**src/rtl/cdb_arbiter_if.sv**
```systemverilog
// Common data bus: one registered broadcast of a completed result per cycle.
// The arbiter is the only master; the register file and reservation stations are slaves.
interface CDB_IF #(
    parameter int ADDR_W = 6,
    parameter int VAL_W  = 32
);
    logic              valid;
    logic [ADDR_W-1:0] register_addr;
    logic [VAL_W-1:0]  register_val;

    modport master (output valid, register_addr, register_val);
    modport slave  (input  valid, register_addr, register_val);
endinterface

```
**src/rtl/cdb_arbiter.sv**
```systemverilog
// CDB master: per-unit result queues, round-robin pick of one head per cycle,
// and a registered broadcast onto the CDB plus a completion strobe to the ROB.
module cdb_arbiter #(
    parameter int NUM_FU                 = 3,
    parameter int FIFO_DEPTH             = 2,
    parameter int PHYSICAL_REG_NUM_WIDTH = 6,
    parameter int REG_VAL_WIDTH          = 32,
    parameter int ROB_SIZE_WIDTH         = 5
) (
    input  logic                                     clk,
    input  logic                                     reset,
    input  logic                                     flush,
    input  logic [NUM_FU-1:0]                        fu_valid,
    output logic [NUM_FU-1:0]                        fu_ready,
    input  logic [NUM_FU*PHYSICAL_REG_NUM_WIDTH-1:0] fu_reg_addr,
    input  logic [NUM_FU*REG_VAL_WIDTH-1:0]          fu_reg_val,
    input  logic [NUM_FU-1:0]                        fu_reg_wb,
    input  logic [NUM_FU*ROB_SIZE_WIDTH-1:0]         fu_inst_tag,
    CDB_IF.master                                    CDB_if,
    output logic                                     cdb_complete,
    output logic [ROB_SIZE_WIDTH-1:0]                cdb_inst_tag
);
    localparam int AW = PHYSICAL_REG_NUM_WIDTH;
    localparam int VW = REG_VAL_WIDTH;
    localparam int TW = ROB_SIZE_WIDTH;
    localparam int EW = AW + VW + 1 + TW;
    localparam int PW = $clog2(FIFO_DEPTH);
    localparam int CW = PW + 1;
    localparam int IW = (NUM_FU > 1) ? $clog2(NUM_FU) : 1;

    logic [NUM_FU-1:0] req;
    logic [EW-1:0]     head [NUM_FU];
    logic              gnt_valid;
    logic [IW-1:0]     gnt_idx;
    logic [IW-1:0]     rr_ptr_q, rr_ptr_d;

    // Entry layout: {addr, val, wb, tag}
    for (genvar gi = 0; gi < NUM_FU; gi++) begin : g_fifo
        logic [EW-1:0] mem_q [FIFO_DEPTH];
        logic [PW-1:0] wr_ptr_q, wr_ptr_d, rd_ptr_q, rd_ptr_d;
        logic [CW-1:0] cnt_q, cnt_d;
        logic          push, pop;

        assign fu_ready[gi] = (cnt_q != CW'(FIFO_DEPTH));
        assign req[gi]      = (cnt_q != '0);
        assign push         = fu_valid[gi] & fu_ready[gi];
        assign pop          = gnt_valid & (gnt_idx == IW'(gi));
        assign head[gi]     = mem_q[rd_ptr_q];

        always_comb begin
            wr_ptr_d = wr_ptr_q;
            rd_ptr_d = rd_ptr_q;
            cnt_d    = cnt_q;
            if (flush) begin
                wr_ptr_d = '0;
                rd_ptr_d = '0;
                cnt_d    = '0;
            end else begin
                if (push) wr_ptr_d = wr_ptr_q + PW'(1);
                if (pop)  rd_ptr_d = rd_ptr_q + PW'(1);
                if (push && !pop)      cnt_d = cnt_q + CW'(1);
                else if (!push && pop) cnt_d = cnt_q - CW'(1);
            end
        end

        always_ff @(posedge clk or negedge reset) begin
            if (!reset) begin
                wr_ptr_q <= '0;
                rd_ptr_q <= '0;
                cnt_q    <= '0;
            end else begin
                wr_ptr_q <= wr_ptr_d;
                rd_ptr_q <= rd_ptr_d;
                cnt_q    <= cnt_d;
            end
        end

        // Payload storage needs no reset: an entry is only read while counted.
        always_ff @(posedge clk) begin
            if (push && !flush) begin
                mem_q[wr_ptr_q] <= {fu_reg_addr[gi*AW +: AW], fu_reg_val[gi*VW +: VW],
                                    fu_reg_wb[gi], fu_inst_tag[gi*TW +: TW]};
            end
        end
    end

    function automatic logic [IW-1:0] wrap_idx(input logic [IW-1:0] base, input int off);
        int s;
        s = int'(base) + off;
        if (s >= NUM_FU) s = s - NUM_FU;
        return IW'(s);
    endfunction

    always_comb begin
        gnt_valid = 1'b0;
        gnt_idx   = '0;
        for (int k = 0; k < NUM_FU; k++) begin
            if (!gnt_valid && req[wrap_idx(rr_ptr_q, k)]) begin
                gnt_valid = 1'b1;
                gnt_idx   = wrap_idx(rr_ptr_q, k);
            end
        end
    end

    logic            complete_q, complete_d;
    logic            valid_q, valid_d;
    logic [AW-1:0]   addr_q, addr_d;
    logic [VW-1:0]   val_q, val_d;
    logic [TW-1:0]   tag_q, tag_d;
    logic [EW-1:0]   head_sel;

    assign head_sel = head[gnt_idx];

    always_comb begin
        rr_ptr_d   = rr_ptr_q;
        complete_d = gnt_valid & ~flush;
        valid_d    = complete_d & head_sel[TW];
        addr_d     = addr_q;
        val_d      = val_q;
        tag_d      = tag_q;
        if (flush) begin
            rr_ptr_d = '0;
        end else if (gnt_valid) begin
            rr_ptr_d = (gnt_idx == IW'(NUM_FU - 1)) ? '0 : gnt_idx + IW'(1);
        end
        if (complete_d) begin
            addr_d = head_sel[EW-1 -: AW];
            val_d  = head_sel[TW+VW -: VW];
            tag_d  = head_sel[TW-1:0];
        end
    end

    always_ff @(posedge clk or negedge reset) begin
        if (!reset) begin
            rr_ptr_q   <= '0;
            complete_q <= 1'b0;
            valid_q    <= 1'b0;
            addr_q     <= '0;
            val_q      <= '0;
            tag_q      <= '0;
        end else begin
            rr_ptr_q   <= rr_ptr_d;
            complete_q <= complete_d;
            valid_q    <= valid_d;
            addr_q     <= addr_d;
            val_q      <= val_d;
            tag_q      <= tag_d;
        end
    end

    assign CDB_if.valid         = valid_q;
    assign CDB_if.register_addr = addr_q;
    assign CDB_if.register_val  = val_q;
    assign cdb_complete         = complete_q;
    assign cdb_inst_tag         = tag_q;
endmodule

```
**src/flat_wrapper.sv**
```systemverilog
// flat-port wrapper written by rule: the top's interface ports become plain ports
module cdb_arbiter_flat 
#(
    parameter int NUM_FU                 = 3,
    parameter int FIFO_DEPTH             = 2,
    parameter int PHYSICAL_REG_NUM_WIDTH = 6,
    parameter int REG_VAL_WIDTH          = 32,
    parameter int ROB_SIZE_WIDTH         = 5
)
  (clk, reset, flush, fu_valid, fu_ready, fu_reg_addr, fu_reg_val, fu_reg_wb, fu_inst_tag, cdb_complete, cdb_inst_tag, CDB_if_valid, CDB_if_register_addr, CDB_if_register_val);
  CDB_IF CDB_if_i ();
  input  logic clk;
  input  logic reset;
  input  logic flush;
  input  logic [NUM_FU-1:0] fu_valid;
  output logic [NUM_FU-1:0] fu_ready;
  input  logic [NUM_FU*PHYSICAL_REG_NUM_WIDTH-1:0] fu_reg_addr;
  input  logic [NUM_FU*REG_VAL_WIDTH-1:0] fu_reg_val;
  input  logic [NUM_FU-1:0] fu_reg_wb;
  input  logic [NUM_FU*ROB_SIZE_WIDTH-1:0] fu_inst_tag;
  output logic cdb_complete;
  output logic [ROB_SIZE_WIDTH-1:0] cdb_inst_tag;
  output wire logic [$bits(CDB_if_i.valid)-1:0] CDB_if_valid;
  output wire logic [$bits(CDB_if_i.register_addr)-1:0] CDB_if_register_addr;
  output wire logic [$bits(CDB_if_i.register_val)-1:0] CDB_if_register_val;
  assign CDB_if_valid = CDB_if_i.valid;
  assign CDB_if_register_addr = CDB_if_i.register_addr;
  assign CDB_if_register_val = CDB_if_i.register_val;
  cdb_arbiter #(.NUM_FU(NUM_FU), .FIFO_DEPTH(FIFO_DEPTH), .PHYSICAL_REG_NUM_WIDTH(PHYSICAL_REG_NUM_WIDTH), .REG_VAL_WIDTH(REG_VAL_WIDTH), .ROB_SIZE_WIDTH(ROB_SIZE_WIDTH)) u_core (.clk(clk), .reset(reset), .flush(flush), .fu_valid(fu_valid), .fu_ready(fu_ready), .fu_reg_addr(fu_reg_addr), .fu_reg_val(fu_reg_val), .fu_reg_wb(fu_reg_wb), .fu_inst_tag(fu_inst_tag), .CDB_if(CDB_if_i), .cdb_complete(cdb_complete), .cdb_inst_tag(cdb_inst_tag));
endmodule
```
**config.mk**
```make
export PLATFORM = sky130hd
export DESIGN_NAME = cdb_arbiter_flat
export DESIGN_NICKNAME = d
export VERILOG_FILES = /design/src/rtl/cdb_arbiter_if.sv /design/src/rtl/cdb_arbiter.sv /design/src/flat_wrapper.sv
export SDC_FILE = /design/constraint.sdc
export NUM_CORES = 1
export LEC_CHECK = 0
export BUFFER_PORTS_ARGS = -buffer_cell sky130_fd_sc_hd__buf_2
export CAP_MARGIN = 40
export CORE_MARGIN = 4
export CORE_UTILIZATION = 57
export CTS_CLUSTER_DIAMETER = 200
export DETAILED_ROUTE_END_ITERATION = 7
export GPL_TIMING_DRIVEN = 0
export MAX_ROUTING_LAYER = met4
export PLACE_DENSITY = 0.84
export SLEW_MARGIN = 20
export SYNTH_ARGS = -nofsm -noshare
export SYNTH_HDL_FRONTEND = slang
export SYNTH_SLANG_ARGS = --single-unit
```
**constraint.sdc**
```tcl
create_clock -name clk -period 5.3 [get_ports clk]
set_input_delay 0.265 -clock clk [delete_from_list [all_inputs] [get_ports clk]]
set_output_delay 0.265 -clock clk [all_outputs]
set_load 0.01 [all_outputs]
```
==> summary.txt, run 1 <==
Status
  – Status: completed

Logic synthesis
  – Syn Inst Count: 784
  – Syn_area_per_cell: 16.7 um^2
  – Synth warn: 0
  – Mux contribution to synthesized area: 13.1%
  – Distinct cells, synth: 48
  – Adder-cell share of the synthesized area: 0.362%
  – Ys async rst share: 18.3%
  – Simple-gate share of the synthesized area: 3.56%
  – Largest family of logic cells by synthesized area: multiplexers
  – Synth Area in Compound Gates: 8.20%
  – Ys flop type: edfxtp_1
  – Post-synthesis xor/xnor area fraction: 0.868%
  – Seq/Total Area, Yosys: 71.7%
  – Post-synth EDFFs: 264
  – Netlist Area Pre-Place: 13100 um^2
  – Yosys reg bits: 323
  – Syn Nets: 925

Routing
  – First drt pass iteration count: 5
  – Vias: 8784
  – Routed vias/inst: 5.91
  – Wire per inst: 22.9 um
  – Drt total wl: 34.0 mm
  – Initial DRC count: 590
  – Post-DRT Antenna Nets: 0
  – Drc violations: 0

STA
  – Fmax: 0.289 GHz
  – Setup Viol. Count Final: 0
  – Worst clock skew: 0.0224 ns
  – RSZ-0062 raised after global routing: no
  – Period Utilization, post-route: 65.3%
  – Final Max Slew Viols: 0
  – Worst-Margin Slew: 0.849 ns
  – Fin. Hold Viols: 0
  – Relative slew slack: 43.4%
  – Tmin final: 3.46 ns

Clocking
  – Clk_lat worst skew: 0.51 ns
  – Clock transition at path regs: 0.06 ns
  – CTS sink cnt: 323
  – Hold-fix buffers at CTS: 134
  – Number of buffers created by CTS: 34
  – Setup bufs post-CTS: 0
  – CTS Buffer Depth: 3
  – CTS tree: yes
  – CTS resizes: 0
  – H-tree Lvls: 2
  – CTS root buf: clkbuf_16

Setup path
  – Crit path largest cell delay: 0.66 ns
  – Setup crit end kind: flop
  – Arr. time, crit path: 3.81 ns
  – Kind of critical path: flop to flop
  – Crit path required time: 5.65 ns
  – Critical path's slowest cell: o21ai_1
  – Worst-path cell chain: inv_1, ha_1, buf_2, a21oi_1, or3_1, clkbuf_1, clkbuf_1, o21ai_1, buf_2, o221ai_2
  – CP max FO: 10
  – Worst R2R Start: u_core.rr_ptr_q[0]$_DFFE_PN0P_
  – Worst Setup SP: u_core.rr_ptr_q[0]$_DFFE_PN0P_
  – CP startpoint kind: flop

Die
  – Core Region: 22600 um^2
  – Number of core rows: 55
  – Top-Level Pins: 186
  – Die area: 25500 um^2
  – Die X: 160 um
  – Initial Utilization: 58.0%
  – Die height: 160 um

Layout
  – Post-layout nets: 1318
  – Fillers: 1288
  – Multi-input gate area: 3460 um^2
  – Fin cells: 1487
  – Layout area overhead: 31.3%
  – Layout cells sized above 1: 31.6%
  – Final instance area: 17200 um^2
  – Register area: 9400 um^2

Min path
  – Worst min-delay path startpoint: fu_valid[2]
  – Hold Crit Class: input port to flop

Placement
  – Inst Count DP: 1291
  – Placed cell area: 14800 um^2
  – DP HPWL: 21.6 mm
  – Buffers on Ports: 185
  – Final GP Congestion: 0.877

Pwr
  – Internal: 5960 uW
  – Sw Share: 33.3%
  – Pwr Density: 519 nW/um^2
  – Maximum vdd ir drop: 314 uV
  – Psw: 2980 uW
  – Comb pwr share: 36.1%
  – Clk network pwr share: 26.6%
  – Leakage power: 0.00657 uW
  – Sequential Power Share: 37.3%

GRT
  – Number of global-route vias before repair: 9272
  – First-pass GRT wire length: 51.8 mm
  – Overall routing resource usage: 27.1%
  – Overflow after GRT: 0
  – Initial antenna violation count: 1
  – Largest net degree at the start of global routing: 36

Job
  – Max Cap Viol: 0
## through the flow
step	setup TNS [ns]	hold slack (ns)	total power, uW	util [%]	setup WS (ns)
final	0	0.168	8940	76.1	1.84
after global routing	0	0.191	9320	76.1	1.66
after CTS	0	0.141	8860	76.0	1.86
after detailed placement	0	0.216	6420	65.2	1.93
after global placement	-389.40	0.453	6260	63.6	-1.82
after floorplan	0	-0.0306	5460	-	0.634
## cells in the final DEF (no fill, tap or decap), types with 6 or more instances in the layout
| master | count |
|---|---|
| edfxtp_1 | 264 |
| buf_2 | 197 |
| dlygate4sd3_1 | 134 |
| mux2i_1 | 96 |
| dfrtp_1 | 59 |
| nand2_1 | 51 |
| mux2_2 | 41 |
| clkbuf_1 | 40 |
| clkbuf_16 | 37 |
| buf_4 | 30 |
| a211oi_1 | 21 |
| o22ai_1 | 20 |
| o21ai_0 | 20 |
| mux2_4 | 20 |
| o221ai_2 | 20 |
| a221o_1 | 18 |
| nor2_1 | 17 |
| buf_6 | 12 |
| xor2_1 | 9 |
| inv_1 | 7 |
| clkinv_2 | 7 |
| o221ai_1 | 6 |
## layout make-up
type	count	share of cell area, %
sequential	323	54.6
multi-input combinational	402	20.1
timing repair buffer	357	15.1
clock buffer	47	5.65
tap	285	2.07
buffer	52	1.55
clock inverter	13	0.792
inverter	7	0.153
antenna	1	0.0145
## registers in the layout, indices dropped and copies added, names as in the netlist
name / cells
u_core.CDB_if.register_addr: 6
u_core.CDB_if.register_val: 32
u_core.CDB_if.valid: 1
u_core.cdb_complete: 1
u_core.cdb_inst_tag: 5
u_core.g_fifo.cnt_q: 6
u_core.g_fifo.mem_q: 264
u_core.g_fifo.rd_ptr_q: 3
u_core.g_fifo.wr_ptr_q: 3
u_core.rr_ptr_q: 2
## Yosys cell counts, types with 2 or more instances
cell type	n	area, um^2
o22ai_1	20	125
buf_12	2	40.0
nor2b_1	3	18.8
o221ai_2	20	300
buf_4	2	15.0
o21ai_1	3	15.0
o21a_1	2	15.0
mux2i_1	96	961
buf_2	13	65.1
inv_1	7	26.3
xor2_1	9	78.8
o221ai_1	6	52.6
a21oi_1	5	25.0
a31oi_1	3	18.8
nor3_1	8	40.0
nand2b_1	5	31.3
nor3b_1	4	30.0
buf_1	2	7.51
nor4_1	2	12.5
or4_1	2	15.0
o21ai_0	20	100
nand2_1	51	191
and3_1	3	18.8
o32ai_1	3	26.3
nor2_1	17	63.8
edfxtp_1	264	7930
buf_6	2	22.5
a221o_1	18	180
mux2_4	20	300
ha_1	3	37.5
xnor2_1	4	35.0
clkbuf_1	31	116
dfrtp_1	59	1480
mux2_2	41	462
a211oi_1	21	158
## power groups by stage
stage	clock network, uW	registers (uW)	logic, uW
after floorplan	0	3420	2040
after global placement	0	3390	2870
after detailed placement	0	3370	3050
after CTS	2370	3320	3170
after global routing	2520	3360	3440
final	2380	3330	3230
## cells by family (layout without fill, tap and decap cells)
| family | count (synthesis) | count (layout) |
|---|---|---|
| muxes | 157 | 157 |
| buffers and inverters | 59 | 476 |
| DFF | 323 | 323 |
| and+or+nand+nor | 100 | 100 |
| xor gates and xnor gates | 13 | 13 |
| adders and majority gates | 4 | 4 |
| other | 0 | 1 |
| AOI/OAI and AO/OA | 128 | 128 |
## metal layers
| metal | routed length [um] | global-route usage (%) | share of wire, % | vias to the layer above |
|---|---|---|---|---|
| met2 | 17500 | 46.5 | 52 | 470 |
| met3 | 2390 | 4.70 | 7.0 | 98 |
| li1 | - | - | - | 3866 |
| met4 | 1290 | 9.98 | 3.8 | 0 |
| met5 | 0 | - | 0 | - |
| met1 | 12800 | 32.4 | 38 | 4350 |
## critical path, delay by kind of cell (launching register included)
kind	cells	cell delay (ns)
compound gates	3	0.96
fa+ha+maj	1	0.35
buf+inv	5	1.27
flops	1	0.37
simple gates	1	0.35
## path summary, 6_finish.rpt
check	endpoint	slack [ns]	depth (start not counted)
worst max register to register	u_core.CDB_if.register_val[0]$_DFFE_PN0P_	1.84	10
worst max-delay path	u_core.CDB_if.register_val[0]$_DFFE_PN0P_	1.84	10
min in group asynchronous	u_core.CDB_if.register_val[6]$_DFFE_PN0P_	0.24	2
max in group asynchronous	u_core.CDB_if.register_val[3]$_DFFE_PN0P_	4.52	3
worst min register to register	u_core.CDB_if.register_val[26]$_DFFE_PN0P_	0.49	2
worst min-delay path	u_core.g_fifo[2].cnt_q[1]$_DFFE_PN0P_	0.17	4
Power figures use the tool's default switching activity.
==> inputs of run 2 (changes only) <==
- CORE_UTILIZATION: 57 -> 52
- PLACE_DENSITY: 0.84 -> 0.81
- clock period: 5.3 -> 2.8 ns (I/O delays scaled with it)
==> run 2 against run 1 <==
Worst setup slack worse by 1.9 ns. Clock power rose by 80%. Maximum frequency grew 23%. Flip-flop and latch count did not move. Non-clock buffer count is 4 higher. Final area grew 2.7%. Largest cell class unchanged. The flow now finishes with violations (negative setup slack). Combinational power up 120%. Total power increased by 97%. Highest routed layer unchanged. Largest power group is now combinational cells. Global-route usage shrank 2.2 points. Sequential power increased by 89%. Core utilization decreased by 4.2 points.
==> summary.txt, run 2 (synthesized netlist as in run 1, its figures left out) <==
Setup path
  – Kind of critical path: flop to flop
  – Setup crit end kind: flop
  – CP startpoint kind: flop
  – Arr. time, crit path: 3.24 ns (-0.57 ns)
  – Crit path required time: 3.21 ns (-2.44 ns)
  – CP max FO: 8 (-2)

Pwr
  – Leakage power: 0.00670 uW (+2.0%)
  – Sequential Power Share: 35.8% (-1.5 points)
  – Internal: 11600 uW (+95%)
  – Pwr Density: 993 nW/um^2 (+91%)
  – Clk network pwr share: 24.4% (-2.2 points)
  – Comb pwr share: 39.7% (+3.6 points)
  – Psw: 5960 uW (+100%)
  – Maximum vdd ir drop: 677 uV (+120%)
  – Sw Share: 33.9% (+0.62 points)

Routing
  – Routed vias/inst: 5.70 (-3.6%)
  – Drc violations: 0 (unchanged)
  – Post-DRT Antenna Nets: 0 (unchanged)
  – Vias: 8715 (-0.79%)
  – Wire per inst: 22.7 um (-0.84%)
  – Drt total wl: 34.7 mm (+2.0%)
  – First drt pass iteration count: 5 (unchanged)
  – Initial DRC count: 718 (+22%)

Layout
  – Layout cells sized above 1: 34.8% (+3.2 points)
  – Post-layout nets: 1322 (+0.30%)
  – Layout area overhead: 34.9%
  – Largest register by flop count: u_core.g_fifo.mem_q
  – Max reg flops: 264 (unchanged)
  – Leading cell type in the layout, fill and taps excluded: edfxtp_1
  – Fillers: 1506 (+17%)
  – Most frequent cells in the layout: edfxtp_1 (264), buf_2 (187), dlygate4sd3_1 (135)
  – Final instance area: 17700 um^2 (+2.7%)

Status
  – Failing checks: negative setup slack
  – Status: finished with violations

Job
  – Max Cap Viol: 0 (unchanged)

Clocking
  – H-tree Lvls: 2 (unchanged)
  – Number of buffers created by CTS: 34 (unchanged)
  – CTS tree: yes
  – CTS sink cnt: 323 (unchanged)
  – CTS Buffer Depth: 3 (unchanged)
  – Clk_lat worst skew: 0.50 ns (about the same)
  – CTS root buf: clkbuf_16
  – Clock transition at path regs: 0.06 ns (about the same)

GRT
  – Overall routing resource usage: 24.9% (-2.2 points)
  – Number of global-route vias before repair: 9028 (-2.6%)
  – Overflow after GRT: 0 (unchanged)
  – Largest net degree at the start of global routing: 45 (+25%)
  – Initial antenna violation count: 2 (+1)
  – First-pass GRT wire length: 51.9 mm (+0.13%)

Die
  – Core Region: 24600 um^2 (+8.7%)
  – Die area: 27800 um^2 (+9.1%)
  – Number of core rows: 57 (+3.6%)
  – Initial Utilization: 53.3% (-4.6 points)
  – Die X: 167 um (+4.5%)
  – Die height: 167 um (+4.5%)
  – Top-Level Pins: 186 (unchanged)

Placement
  – Placed cell area: 14800 um^2 (+0.57%)
  – Buffers on Ports: 185 (unchanged)
  – Worst slack, placed: -0.574 ns (-2.50 ns)
  – DP HPWL: 21.8 mm (+1.0%)
  – Final GP Congestion: 0.928 (+5.7%)

STA
  – RSZ-0062 raised after global routing: yes
  – Period Utilization, post-route: 101% (+36 points)
  – Worst clock skew: 0.0128 ns (-0.00961 ns)
  – Relative slew slack: 43.0% (-0.48 points)
  – Setup tns final: -0.0364 ns (-0.0364 ns)
  – Final WS setup: -0.0241 ns (-1.86 ns)
  – Tmin final: 2.82 ns (-0.637 ns)
  – Fin. Hold Viols: 0 (unchanged)
  – Final Max Slew Viols: 0 (unchanged)
  – Worst-Margin Slew: 0.856 ns (+0.00717 ns)
  – Setup Viol. Count Final: 4 (+4)
  – Fmax: 0.354 GHz (+23%)

Min path
  – Hold Crit Class: input port to flop
[run 2: cell count changes in the layout (fill, tap and decap cells not counted), moves of 8 or more]
cell,previous run,this run
clkbuf_1,40,30
a211oi_1,21,9
buf_8,0,12
a211oi_2,0,9
buf_2,197,187
clkbuf_2,0,8
[run 2: routing by layer]
layer	vias to the layer above	share of wire, %	track usage, %
li1	3866	-	-
met5	-	0	-
met4	0	4.1	9.78
met1	4299	39	31.4
met2	448	50	41.4
met3	102	6.4	3.27
[run 2: final cells by class]
cell class | instances | area [um^2] | share of cell area, %
Sequential cell | 323 | 9400 | 53.1
Multi-Input combinational cell | 402 | 3680 | 20.8
Timing Repair Buffer | 364 | 2810 | 15.9
Clock buffer | 46 | 937 | 5.29
Tap cell | 324 | 405 | 2.29
Buffer | 49 | 314 | 1.77
Clock inverter | 13 | 119 | 0.672
Inverter | 7 | 26.3 | 0.148
Antenna cell | 2 | 5.00 | 0.0283
[run 2: repair_timing]
item	CTS	global route
resized for setup	28	38
gates cloned	1	1
hold endpoints to repair	325	0
pin swaps	7	8
hold buffers	135	0
endpoints found under the setup margin	47	44
setup buffers	8	10
[run 2: worst paths after layout]
path | slack [ns] | from | depth (start not counted) | endpoint
max | -0.02 | u_core.rr_ptr_q[1]$_DFFE_PN0P_ | 10 | u_core.cdb_inst_tag[3]$_DFFE_PN0P_
min | 0.05 | fu_valid[1] | 4 | u_core.g_fifo[1].cnt_q[1]$_DFFE_PN0P_
max reg2reg | -0.02 | u_core.rr_ptr_q[1]$_DFFE_PN0P_ | 10 | u_core.cdb_inst_tag[3]$_DFFE_PN0P_
min reg2reg | 0.49 | u_core.CDB_if.register_val[21]$_DFFE_PN0P_ | 2 | u_core.CDB_if.register_val[21]$_DFFE_PN0P_
max in group asynchronous | 2.18 | reset | 3 | u_core.g_fifo[2].wr_ptr_q$_DFFE_PN0P_
min in group asynchronous | 0.07 | reset | 2 | u_core.CDB_if.register_val[31]$_DFFE_PN0P_
[run 2: power groups by stage]
stage	Clock (uW)	Sequential, uW	Combinational (uW)
after floorplan	0	6450	3880
after global placement	0	6370	5540
after detailed placement	0	6370	5860
after CTS	4330	6280	6380
after global routing	4590	6360	7420
final	4290	6300	6980
[run 2: worst max-delay path: stages, from the launching register on]
cell,delay [ns]
dfrtp_1,0.43
ha_4,0.19
buf_8,0.13
nor3b_4,0.16
o32a_1,0.35
or4_4,0.44
o21a_1,0.22
buf_12,0.17
buf_12,0.14
mux2_4,0.32
o221ai_2,0.18
[run 2: through the flow]
stage               hold WS, ns  power [uW]  cells  utilization [%]
global route             0.0747       18400   1530             71.9
CTS                      0.0291       17000   1515             70.9
floorplan                -0.156       10300    784                -
detailed placement       0.0379       12200   1315             60.3
global placement          0.328       11900   1293             59.0
finish                   0.0484       17600   1530             71.9
